==> src/rtl/serial_sub_pkg.sv <==
// Shared types and defaults for the bit-serial subtractor.
// The optional signed-overflow output is enabled by SERIAL_SUB_OVF_EN.
package serial_sub_pkg;

  localparam int unsigned DEFAULT_WIDTH = 16;

  typedef enum logic [1:0] {
    IDLE  = 2'd0,
    SHIFT = 2'd1,
    DONE  = 2'd2
  } state_e;

endpackage

==> src/rtl/serial_subtractor_full_sub_cell.sv <==
// Combinational 1-bit full subtractor: d = x - y - bin, with borrow-out bout.
module full_sub_cell (
  input  logic x,
  input  logic y,
  input  logic bin,
  output logic d,
  output logic bout
);

  assign d    = x ^ y ^ bin;
  assign bout = (~x & y) | (~(x ^ y) & bin);

endmodule

==> src/rtl/serial_subtractor.sv <==
// Bit-serial two's-complement subtractor (diff = a - b), LSB first, one bit per clock.
// Define SERIAL_SUB_OVF_EN to add the registered signed-overflow output ovf.
module serial_subtractor
  import serial_sub_pkg::*;
#(
  parameter int unsigned WIDTH = DEFAULT_WIDTH
) (
  input  logic             clk,
  input  logic             rst_n,
  input  logic             start,
  input  logic [WIDTH-1:0] a,
  input  logic [WIDTH-1:0] b,
  output logic             busy,
  output logic             done,
  output logic [WIDTH-1:0] diff,
  output logic             borrow,
`ifdef SERIAL_SUB_OVF_EN
  output logic             ovf,
`endif
  output logic             zero
);

  localparam int unsigned CNT_W = $clog2(WIDTH + 1);

  state_e             state, state_next;
  logic [WIDTH-1:0]   a_sh, b_sh, d_sh, d_sh_next;
  logic [CNT_W-1:0]   cnt;
  logic               bor;
  logic               d_bit, bout;
  logic               load, step, finish;

  full_sub_cell u_cell (
    .x    (a_sh[0]),
    .y    (b_sh[0]),
    .bin  (bor),
    .d    (d_bit),
    .bout (bout)
  );

  // Result bits enter at the MSB so the LSB-first stream ends up in place.
  assign d_sh_next = {d_bit, d_sh[WIDTH-1:1]};
  assign busy      = (state != IDLE);

  always_ff @(posedge clk) begin
    if (!rst_n) state <= IDLE;
    else        state <= state_next;
  end

  always_comb begin
    state_next = state;
    load       = 1'b0;
    step       = 1'b0;
    finish     = 1'b0;
    case (state)
      IDLE: begin
        if (start) begin
          load       = 1'b1;
          state_next = SHIFT;
        end
      end
      SHIFT: begin
        step = 1'b1;
        if (cnt == CNT_W'(WIDTH - 1)) begin
          finish     = 1'b1;
          state_next = DONE;
        end
      end
      DONE:    state_next = IDLE;
      default: state_next = IDLE;
    endcase
  end

  // Serial datapath: operand shifters, result shifter, borrow FF, bit counter.
  always_ff @(posedge clk) begin
    if (!rst_n) begin
      a_sh <= '0;
      b_sh <= '0;
      d_sh <= '0;
      bor  <= 1'b0;
      cnt  <= '0;
    end else if (load) begin
      a_sh <= a;
      b_sh <= b;
      d_sh <= '0;
      bor  <= 1'b0;
      cnt  <= '0;
    end else if (step) begin
      a_sh <= a_sh >> 1;
      b_sh <= b_sh >> 1;
      d_sh <= d_sh_next;
      bor  <= bout;
      cnt  <= cnt + CNT_W'(1);
    end
  end

  // Results are updated only on the completion edge and held otherwise.
  always_ff @(posedge clk) begin
    if (!rst_n) begin
      done   <= 1'b0;
      diff   <= '0;
      borrow <= 1'b0;
      zero   <= 1'b0;
    end else begin
      done <= finish;
      if (finish) begin
        diff   <= d_sh_next;
        borrow <= bout;
        zero   <= (d_sh_next == '0);
      end
    end
  end

`ifdef SERIAL_SUB_OVF_EN
  logic a_msb, b_msb;

  // Sign bits are captured at start since the operand shifters consume them.
  always_ff @(posedge clk) begin
    if (!rst_n) begin
      a_msb <= 1'b0;
      b_msb <= 1'b0;
      ovf   <= 1'b0;
    end else begin
      if (load) begin
        a_msb <= a[WIDTH-1];
        b_msb <= b[WIDTH-1];
      end
      if (finish) ovf <= (a_msb ^ b_msb) & (a_msb ^ d_sh_next[WIDTH-1]);
    end
  end
`endif

endmodule

==> config.mk <==
export PLATFORM = sky130hd
export DESIGN_NAME = serial_subtractor
export DESIGN_NICKNAME = d
export VERILOG_FILES = /design/src/rtl/serial_sub_pkg.sv /design/src/rtl/serial_subtractor_full_sub_cell.sv /design/src/rtl/serial_subtractor.sv
export SDC_FILE = /design/constraint.sdc
export NUM_CORES = 1
export LEC_CHECK = 0
export CELL_PAD_IN_SITES_DETAIL_PLACEMENT = 1
export CELL_PAD_IN_SITES_GLOBAL_PLACEMENT = 1
export CORE_ASPECT_RATIO = 0.7
export CORE_UTILIZATION = 40
export DETAILED_ROUTE_END_ITERATION = 7
export HOLD_SLACK_MARGIN = 0.08
export PLACE_DENSITY_LB_ADDON = 0.1
export SYNTH_ARGS = -nofsm -noshare
export SYNTH_HDL_FRONTEND = slang
export SYNTH_SLANG_ARGS = --single-unit
==> constraint.sdc <==
create_clock -name clk -period 3.1 [get_ports clk]
set_clock_uncertainty 0.1 [all_clocks]
set_input_delay 0.31 -clock clk [delete_from_list [all_inputs] [get_ports clk]]
set_output_delay 0.31 -clock clk [all_outputs]
set_load 0.02 [all_outputs]
==> summary.md, run 1 <==
| Metric | Value |
|---|---|
| Worst Setup Start Kind | flip-flop |
| Cell area after synthesis | 2810 um2 |
| Layout cell share with drive strength beyond 1 | 6.77% |
| RSZ-0062 raised after global routing | false |
| Category of the critical setup timing path | reg -> out |
| Detail Route Antenna Nets | 0 |
| Most common cell after layout, fill and taps aside | sky130_fd_sc_hd__nand2_1 |
| Share of the yosys chip area belonging to registers | 52.8% |
| Met3 Track Usage GR | 5.49% |
| Fillers | 787 |
| Met1 GRT Util | 29.6% |
| Overall die area | 7360 um2 |
| Worst Reg2Reg Path Length in Cells | 4 |
| Place WS | 0.803 ns |
| CTS tree | done |
| DRT Pass-1 Iters | 5 |
| Total Routing Usage GR | 20.6% |
| Initial standard-cell utilization of the core | 41.5% |
| Sinks on Clock Net | 74 |
| Total negative slack | 0 ns |
| Quantity of gates resized following cts | 0 |
| Clock Root Buffer | sky130_fd_sc_hd__clkbuf_8 |
| IO Pins | 55 |
| Clk_lat worst skew | 0.34 ns |
| Violation count after the first detailed-route iteration | 148 |
| Global-route wire length before repair | 11600 um |
| Via count | 2465 |
| Number of flip-flops and latches in the synthesized netlist | 74 |
| Hold_buf cts | 0 |
| GR Overflow Total | 0 |
| Peak ir drop on the vdd network | 0.361 mV |
| Final period util | 66.8% |
| Normalized max-slew margin | 39.6% |
| Post-synth net total | 372 |
| GRT busiest layer | met2 |
| Critical path endpoint | busy |
| Maximum fanout count along the critical path | 9 |
| Result of the run | complete, no violations |
| Buffer depth of the longest clock path | 2 |
| Mapped Cells | 334 |
| Reg2reg start | state[0] |
| P_leak | 1.24 nW |
| Port Buf Inserts | 54 |
| Standard-cell rows | 25 |
| Number of buffers inserted during clock tree synthesis | 9 |
| CTS HTree Levels | 3 |
| Vias in the first global route | 2363 |
| Final critical-path required period | 2.07 ns |
| Storage cell area | 1480 um2 |
| Number of distinct library cell variants in the gate-level netlist after synthesis | 31 |
| Diode insertion count for antenna repair | 0 |
| Startpoint of the worst hold path | diff[6] |
| Number of failing hold endpoints at the final stage | 0 |
| Post-detail-place hpwl | 4720 um |
| Dpl cells | 463 |
| Mean Syn Cell Area | 8.40 um2 |
| Fmax achieved | 483 MHz |
| Critical Path Sink Type | primary output |
| Required time worst endpoint | 2.69 ns |
| Hold Crit Class | reg -> reg |
| Worst-path clk slew | 0.08 ns |
| Number of remaining DRC errors | 0 |
| Placer congestion estimate | 0.700 |
| Number of buffers inserted to repair setup after CTS | 0 |
| Commonest non-fill, non-tap cells in the layout | sky130_fd_sc_hd__nand2_1 (97), sky130_fd_sc_hd__dfxtp_1 (74), sky130_fd_sc_hd__a21oi_1 (65), sky130_fd_sc_hd__clkdlybuf4s50_1 (54), sky130_fd_sc_hd__a22oi_1 (30) |
| Routed wirelength normalized by instance count | 14.7 um |
| Final nets | 418 |
| Final-report max-slew violation count | 0 |
| Number of maximum-capacitance violations | 0 |
| Die span in y | 72.1 um |
| Filler-free cell count of the finished design | 478 |
| Vias/cell | 5.16 |
| Worst reg2reg endpoint | d_sh[8] |
| Core area | 6760 um2 |
| Initial antenna violation count | 0 |
| Area added between synthesis and finish | 31.5% |
| Worst slew pin tran | 0.904 ns |
| Final count of negative-setup-slack endpoints | 0 |
| Area of the multi-input gates | 1200 um2 |
| PwrDens | 609 nW/um2 |
| Chip Width | 102 um |
| Startpoint of the worst setup timing path | state[1] |
| Total Wirelength | 7040 um |
| Warning count from the yosys run | 0 |
| Crit path DAT | 1.66 ns |
| Met2 global-route usage | 30.6% |
| Reg-to-reg setup timing slack | 1.04 ns |
| Worst path setup slack after routing | 1.03 ns |
| Pin count of the biggest net entering global routing | 39 |
critical path: stages, from the launching register on:
cell                              delay [ns]
sky130_fd_sc_hd__dfxtp_1                0.54
sky130_fd_sc_hd__or2_2                  0.19
sky130_fd_sc_hd__clkdlybuf4s50_1        0.60
metal layers:
metal	part of all wire, %	up-vias
li1	-	1234
met1	50	1179
met3	3.8	6
met5	0	-
met2	45	46
met4	0.78	0
cell usage after synthesis:
master / instances / area, um2
sky130_fd_sc_hd__clkinv_1: 1 / 3.75
sky130_fd_sc_hd__or3b_2: 1 / 8.76
sky130_fd_sc_hd__and3_1: 1 / 6.26
sky130_fd_sc_hd__inv_1: 3 / 11.3
sky130_fd_sc_hd__buf_2: 9 / 45.0
sky130_fd_sc_hd__ha_1: 2 / 25.0
sky130_fd_sc_hd__a21oi_1: 65 / 325
sky130_fd_sc_hd__nand2_1: 97 / 364
sky130_fd_sc_hd__nand3_1: 4 / 20.0
sky130_fd_sc_hd__clkbuf_1: 11 / 41.3
sky130_fd_sc_hd__and2_1: 1 / 6.26
sky130_fd_sc_hd__nor4_1: 4 / 25.0
sky130_fd_sc_hd__nand4_1: 1 / 6.26
sky130_fd_sc_hd__a211oi_1: 3 / 22.5
sky130_fd_sc_hd__dfxtp_1: 74 / 1480
sky130_fd_sc_hd__a22oi_1: 30 / 225
sky130_fd_sc_hd__and3b_1: 1 / 8.76
sky130_fd_sc_hd__nor2b_1: 1 / 6.26
sky130_fd_sc_hd__fa_1: 1 / 20.0
sky130_fd_sc_hd__or3_1: 1 / 6.26
sky130_fd_sc_hd__o21ai_0: 2 / 10.0
sky130_fd_sc_hd__xnor2_1: 1 / 8.76
sky130_fd_sc_hd__buf_4: 5 / 37.5
sky130_fd_sc_hd__nand2b_1: 1 / 6.26
sky130_fd_sc_hd__nor2_1: 7 / 26.3
sky130_fd_sc_hd__nand3b_1: 2 / 15.0
sky130_fd_sc_hd__o31ai_1: 1 / 7.51
sky130_fd_sc_hd__xor2_1: 1 / 8.76
sky130_fd_sc_hd__nor3b_2: 1 / 12.5
sky130_fd_sc_hd__or2_2: 1 / 6.26
sky130_fd_sc_hd__o21bai_1: 1 / 7.51
worst min path at each step:
| stage | to | slack (ns) | depth (start not counted) |
|---|---|---|---|
| floorplan | state[0] | 0.33 | 1 |
| global placement | a_sh[1] | 0.34 | 2 |
| detailed placement | diff[6] | 0.35 | 2 |
| CTS | diff[6] | 0.36 | 2 |
| global route | diff[2] | 0.37 | 2 |
| finish | diff[6] | 0.35 | 2 |
state kept, by name, indices dropped and copies added (netlist names):
signal  flops
cnt         5
state       2
d_sh       15
done        1
borrow      1
diff       16
a_sh       16
b_sh       16
bor         1
zero        1
logic make-up (layout without fill, tap and decap cells):
logic type | Yosys count | in the layout | share of synthesized area, %
simple gates | 124 | 124 | 18.7
compound gates | 102 | 102 | 21.3
flops | 74 | 74 | 52.8
buf+inv | 29 | 79 | 4.95
fa+ha+maj | 3 | 3 | 1.61
xor+xnor | 2 | 2 | 0.625
area by class of cell:
cell class / instances / area share (%)
clock buffer: 10 / 3.73
clock inverter: 5 / 4.07
timing repair buffer: 60 / 15.9
tap: 94 / 3.19
inverter: 4 / 0.407
multi-input combinational: 231 / 32.6
sequential: 74 / 40.1
through the flow:
| stage | power, mW | cell area, um2 | utilization, % | hold WS (ns) |
|---|---|---|---|---|
| finish | 2.25 | 3690 | 54.6 | 0.353 |
| global route | 2.34 | 3690 | 54.6 | 0.371 |
| CTS | 2.27 | 3690 | 54.6 | 0.357 |
| detailed placement | 1.21 | 3400 | 50.4 | 0.346 |
| global placement | 1.20 | 3400 | 50.4 | 0.343 |
| floorplan | 1.13 | 2810 | - | 0.332 |
power breakdown:
group	switching, mW	internal, mW
sequential	0.0199	0.981
combinational	0.0999	0.0868
clock	0.345	0.715
total	0.465	1.78
(Power assumes the default switching activity.)
==> run 2, diff against run 1 <==
--- a/config.mk
+++ b/config.mk
@@ -8,7 +8,7 @@
 export CELL_PAD_IN_SITES_DETAIL_PLACEMENT = 1
 export CELL_PAD_IN_SITES_GLOBAL_PLACEMENT = 1
 export CORE_ASPECT_RATIO = 0.7
-export CORE_UTILIZATION = 40
+export CORE_UTILIZATION = 34
 export DETAILED_ROUTE_END_ITERATION = 7
 export HOLD_SLACK_MARGIN = 0.08
 export PLACE_DENSITY_LB_ADDON = 0.1
==> constraint.sdc (replaced) <==
create_clock -name clk -period 1.8 [get_ports clk]
set_clock_uncertainty 0.1 [all_clocks]
set_input_delay 0.18 -clock clk [delete_from_list [all_inputs] [get_ports clk]]
set_output_delay 0.18 -clock clk [all_outputs]
set_load 0.02 [all_outputs]
==> run 2 against run 1 <==
  * Count of clock-buffer cells in the layout is the same
  * Flip-flop and latch count unchanged
  * Final area increased by 5.6%
  * Clock power rose by 93%
  * Via count is 3.1% higher
  * Sequential share of layout area down 2.0 points
  * Critical path depth grew 5
  * Global-route usage fell by 1.8 points
  * First-iteration DRC count down 30%
  * Wire length rose by 8.5%
  * Worst setup slack got worse by 0.92 ns
  * Critical path type is now reg -> reg
  * Critical endpoint is now diff[5]
  * Largest power group unchanged
  * Highest routed layer unchanged
==> summary.md, run 2 (synthesis results as in run 1) <==
| Metric | Value |
|---|---|
| RSZ-0062 raised after global routing | false |
| Reg2reg start | cnt[0] |
| Placer congestion estimate | 0.679 (-2.9%) |
| Number of failing hold endpoints at the final stage | 0 (unchanged) |
| Stage delay of the slowest cell on the critical path | 0.33 ns (-0.27 ns) |
| Hold_buf cts | 0 (unchanged) |
| Result of the run | complete, no violations |
| CTS tree | done |
| Worst slew pin tran | 0.452 ns (-0.452 ns) |
| Pin count of the biggest net entering global routing | 33 (-15%) |
| Vias/cell | 5.14 (-0.42%) |
| Crit path DAT | 1.80 ns (+0.14 ns) |
| CTS HTree Levels | 3 (unchanged) |
| Total negative slack | 0 ns (unchanged) |
| DRT Pass-1 Iters | 4 (-1) |
| Fmax achieved | 591 MHz |
| Violation count after the first detailed-route iteration | 103 (-30%) |
| Vias in the first global route | 2721 (+15%) |
| Hold Crit Class | in -> reg |
| Maximum fanout count along the critical path | 6 (-3) |
| Area added between synthesis and finish | 38.9% |
| Post-detail-place hpwl | 4990 um (+5.7%) |
| Sinks on Clock Net | 74 (unchanged) |
| Peak ir drop on the vdd network | 0.500 mV (+39%) |
| PwrDens | 1060 nW/um2 (+74%) |
| Final critical-path required period | 1.69 ns |
| Clock Root Buffer | sky130_fd_sc_hd__clkbuf_16 |
| Required time worst endpoint | 1.90 ns (-0.79 ns) |
| Critical Path Sink Type | flip-flop |
| Dominant delay contributor by cell family on the critical path | simple AND/OR/NAND/NOR gates |
| Worst path setup slack after routing | 0.107 ns (-0.922 ns) |
| Number of buffers inserted during clock tree synthesis | 9 (unchanged) |
| Total Wirelength | 7640 um (+8.5%) |
| Commonest non-fill, non-tap cells in the layout | sky130_fd_sc_hd__nand2_1 (97), sky130_fd_sc_hd__dfxtp_1 (71), sky130_fd_sc_hd__a21oi_1 (64), sky130_fd_sc_hd__clkdlybuf4s50_1 (53), sky130_fd_sc_hd__a22oi_1 (30) |
| Final nets | 428 (+2.4%) |
| Worst-path clk slew | 0.06 ns (-0.02 ns) |
| Number of maximum-capacitance violations | 0 (unchanged) |
| GR Overflow Total | 0 (unchanged) |
| Detail Route Antenna Nets | 0 (unchanged) |
| Top flop regs | a_sh x16, b_sh x16, diff x16 |
| Number of buffers inserted to repair setup after CTS | 0 (unchanged) |
| P_leak | 1.34 nW (+7.8%) |
| Global-route wire length before repair | 12900 um (+11%) |
| Number of remaining DRC errors | 0 (unchanged) |
| Place WS | 0.0708 ns (-0.732 ns) |
| Overall power | 4.13 mW (+84%) |
| Final period util | 94.0% |
| Startpoint of the worst hold path | a[15] |
| Chip Width | 111 um (+8.3%) |
| Worst Setup Start Kind | flip-flop |
| Initial antenna violation count | 0 (unchanged) |
| Total Routing Usage GR | 18.8% (-1.8 points) |
| Core area | 7940 um2 (+17%) |
| Buffer depth of the longest clock path | 2 (unchanged) |
| Category of the critical setup timing path | reg -> reg |
| Die span in y | 78.0 um (+8.2%) |
| Series of cell instances along the critical path | ha_1, and3_1, ha_2, and3b_2, buf_4, nand2_1, a21oi_1 |
| Final-report max-slew violation count | 0 (unchanged) |
| Port Buf Inserts | 54 (unchanged) |
| Standard-cell rows | 27 (+8.0%) |
| Most common cell after layout, fill and taps aside | sky130_fd_sc_hd__nand2_1 |
| Initial standard-cell utilization of the core | 35.3% (-6.2 points) |
| Critical path buffers and inverters | 1 (unchanged) |
| Via count | 2542 (+3.1%) |
| Clk_lat worst skew | 0.33 ns (about the same) |
| Critical path's slowest cell | sky130_fd_sc_hd__dfxtp_2 |
| Overall die area | 8620 um2 (+17%) |
| Normalized max-slew margin | 69.6% (+30 points) |
| Routed wirelength normalized by instance count | 15.4 um (+4.7%) |
| Layout cell share with drive strength beyond 1 | 10.9% (+4.1 points) |
| Utilization after layout | 49.1% (-5.5 points) |
| Diode insertion count for antenna repair | 0 (unchanged) |
| IO Pins | 55 (unchanged) |
| Startpoint of the worst setup timing path | cnt[0] |
| Final count of negative-setup-slack endpoints | 0 (unchanged) |
-- run 2: changes by cell type in the layout (fill, tap and decap cells not counted), sizes merged --
cell | previous run | this run
clkinv | 1 | 2
buf | 6 | 16
bufinv | 5 | 3
dlygate4sd2 | 0 | 1
clkinvlp | 0 | 1
clkdlybuf4s50 | 54 | 53
-- run 2: where the power goes --
| part | total, mW | internal (mW) | switching [mW] | leakage, nW |
|---|---|---|---|---|
| Clock | 2.05 | 1.38 | 0.666 | 0.165 |
| Combinational | 0.359 | 0.175 | 0.184 | 0.574 |
| Sequential | 1.73 | 1.69 | 0.0358 | 0.603 |
| Total | 4.13 | 3.25 | 0.886 | 1.34 |
-- run 2: worst paths after layout --
kind | end | slack (ns) | cells past startpoint
max | diff[5] | 0.11 | 7
min | a_sh[15] | 0.32 | 3
max reg2reg | diff[5] | 0.11 | 7
min reg2reg | diff[14] | 0.35 | 2
-- run 2: per-layer routing --
metal | track usage (%) | vias to the layer above | wire, um
li1 | - | 1251 | -
met1 | 23.4 | 1226 | 3770
met2 | 31.9 | 54 | 3420
met3 | 4.92 | 11 | 334
met4 | 5.60 | 0 | 104
met5 | 0 | - | 0
-- run 2: final cells by class --
cell class,count,area (um2)
timing repair buffer,70,713
fill,941,4040
multi-input combinational,231,1220
clock buffer,10,239
tap,101,126
sequential,74,1490
inverter,4,15.0
clock inverter,5,103
-- run 2: timing repair --
item | in CTS | in global routing
gates resized for setup | 2 | 7
setup endpoints to repair | 1 | 17
pin swaps | 0 | 1
-- run 2: worst register-to-register path, stage by stage, from the launching register on --
cell	delay, ns
sky130_fd_sc_hd__dfxtp_2	0.33
sky130_fd_sc_hd__ha_1	0.22
sky130_fd_sc_hd__and3_1	0.20
sky130_fd_sc_hd__ha_2	0.18
sky130_fd_sc_hd__and3b_2	0.25
sky130_fd_sc_hd__buf_4	0.17
sky130_fd_sc_hd__nand2_1	0.07
sky130_fd_sc_hd__a21oi_1	0.05
-- run 2: metrics by stage --
| step | hold slack [ns] | cells | instance area, um2 |
|---|---|---|---|
| after global placement | 0.343 | 480 | 3540 |
| after CTS | 0.319 | 495 | 3880 |
| after global routing | 0.336 | 495 | 3900 |
| after floorplan | 0.202 | 334 | 2810 |
| after detailed placement | 0.347 | 480 | 3540 |
| final | 0.324 | 495 | 3900 |
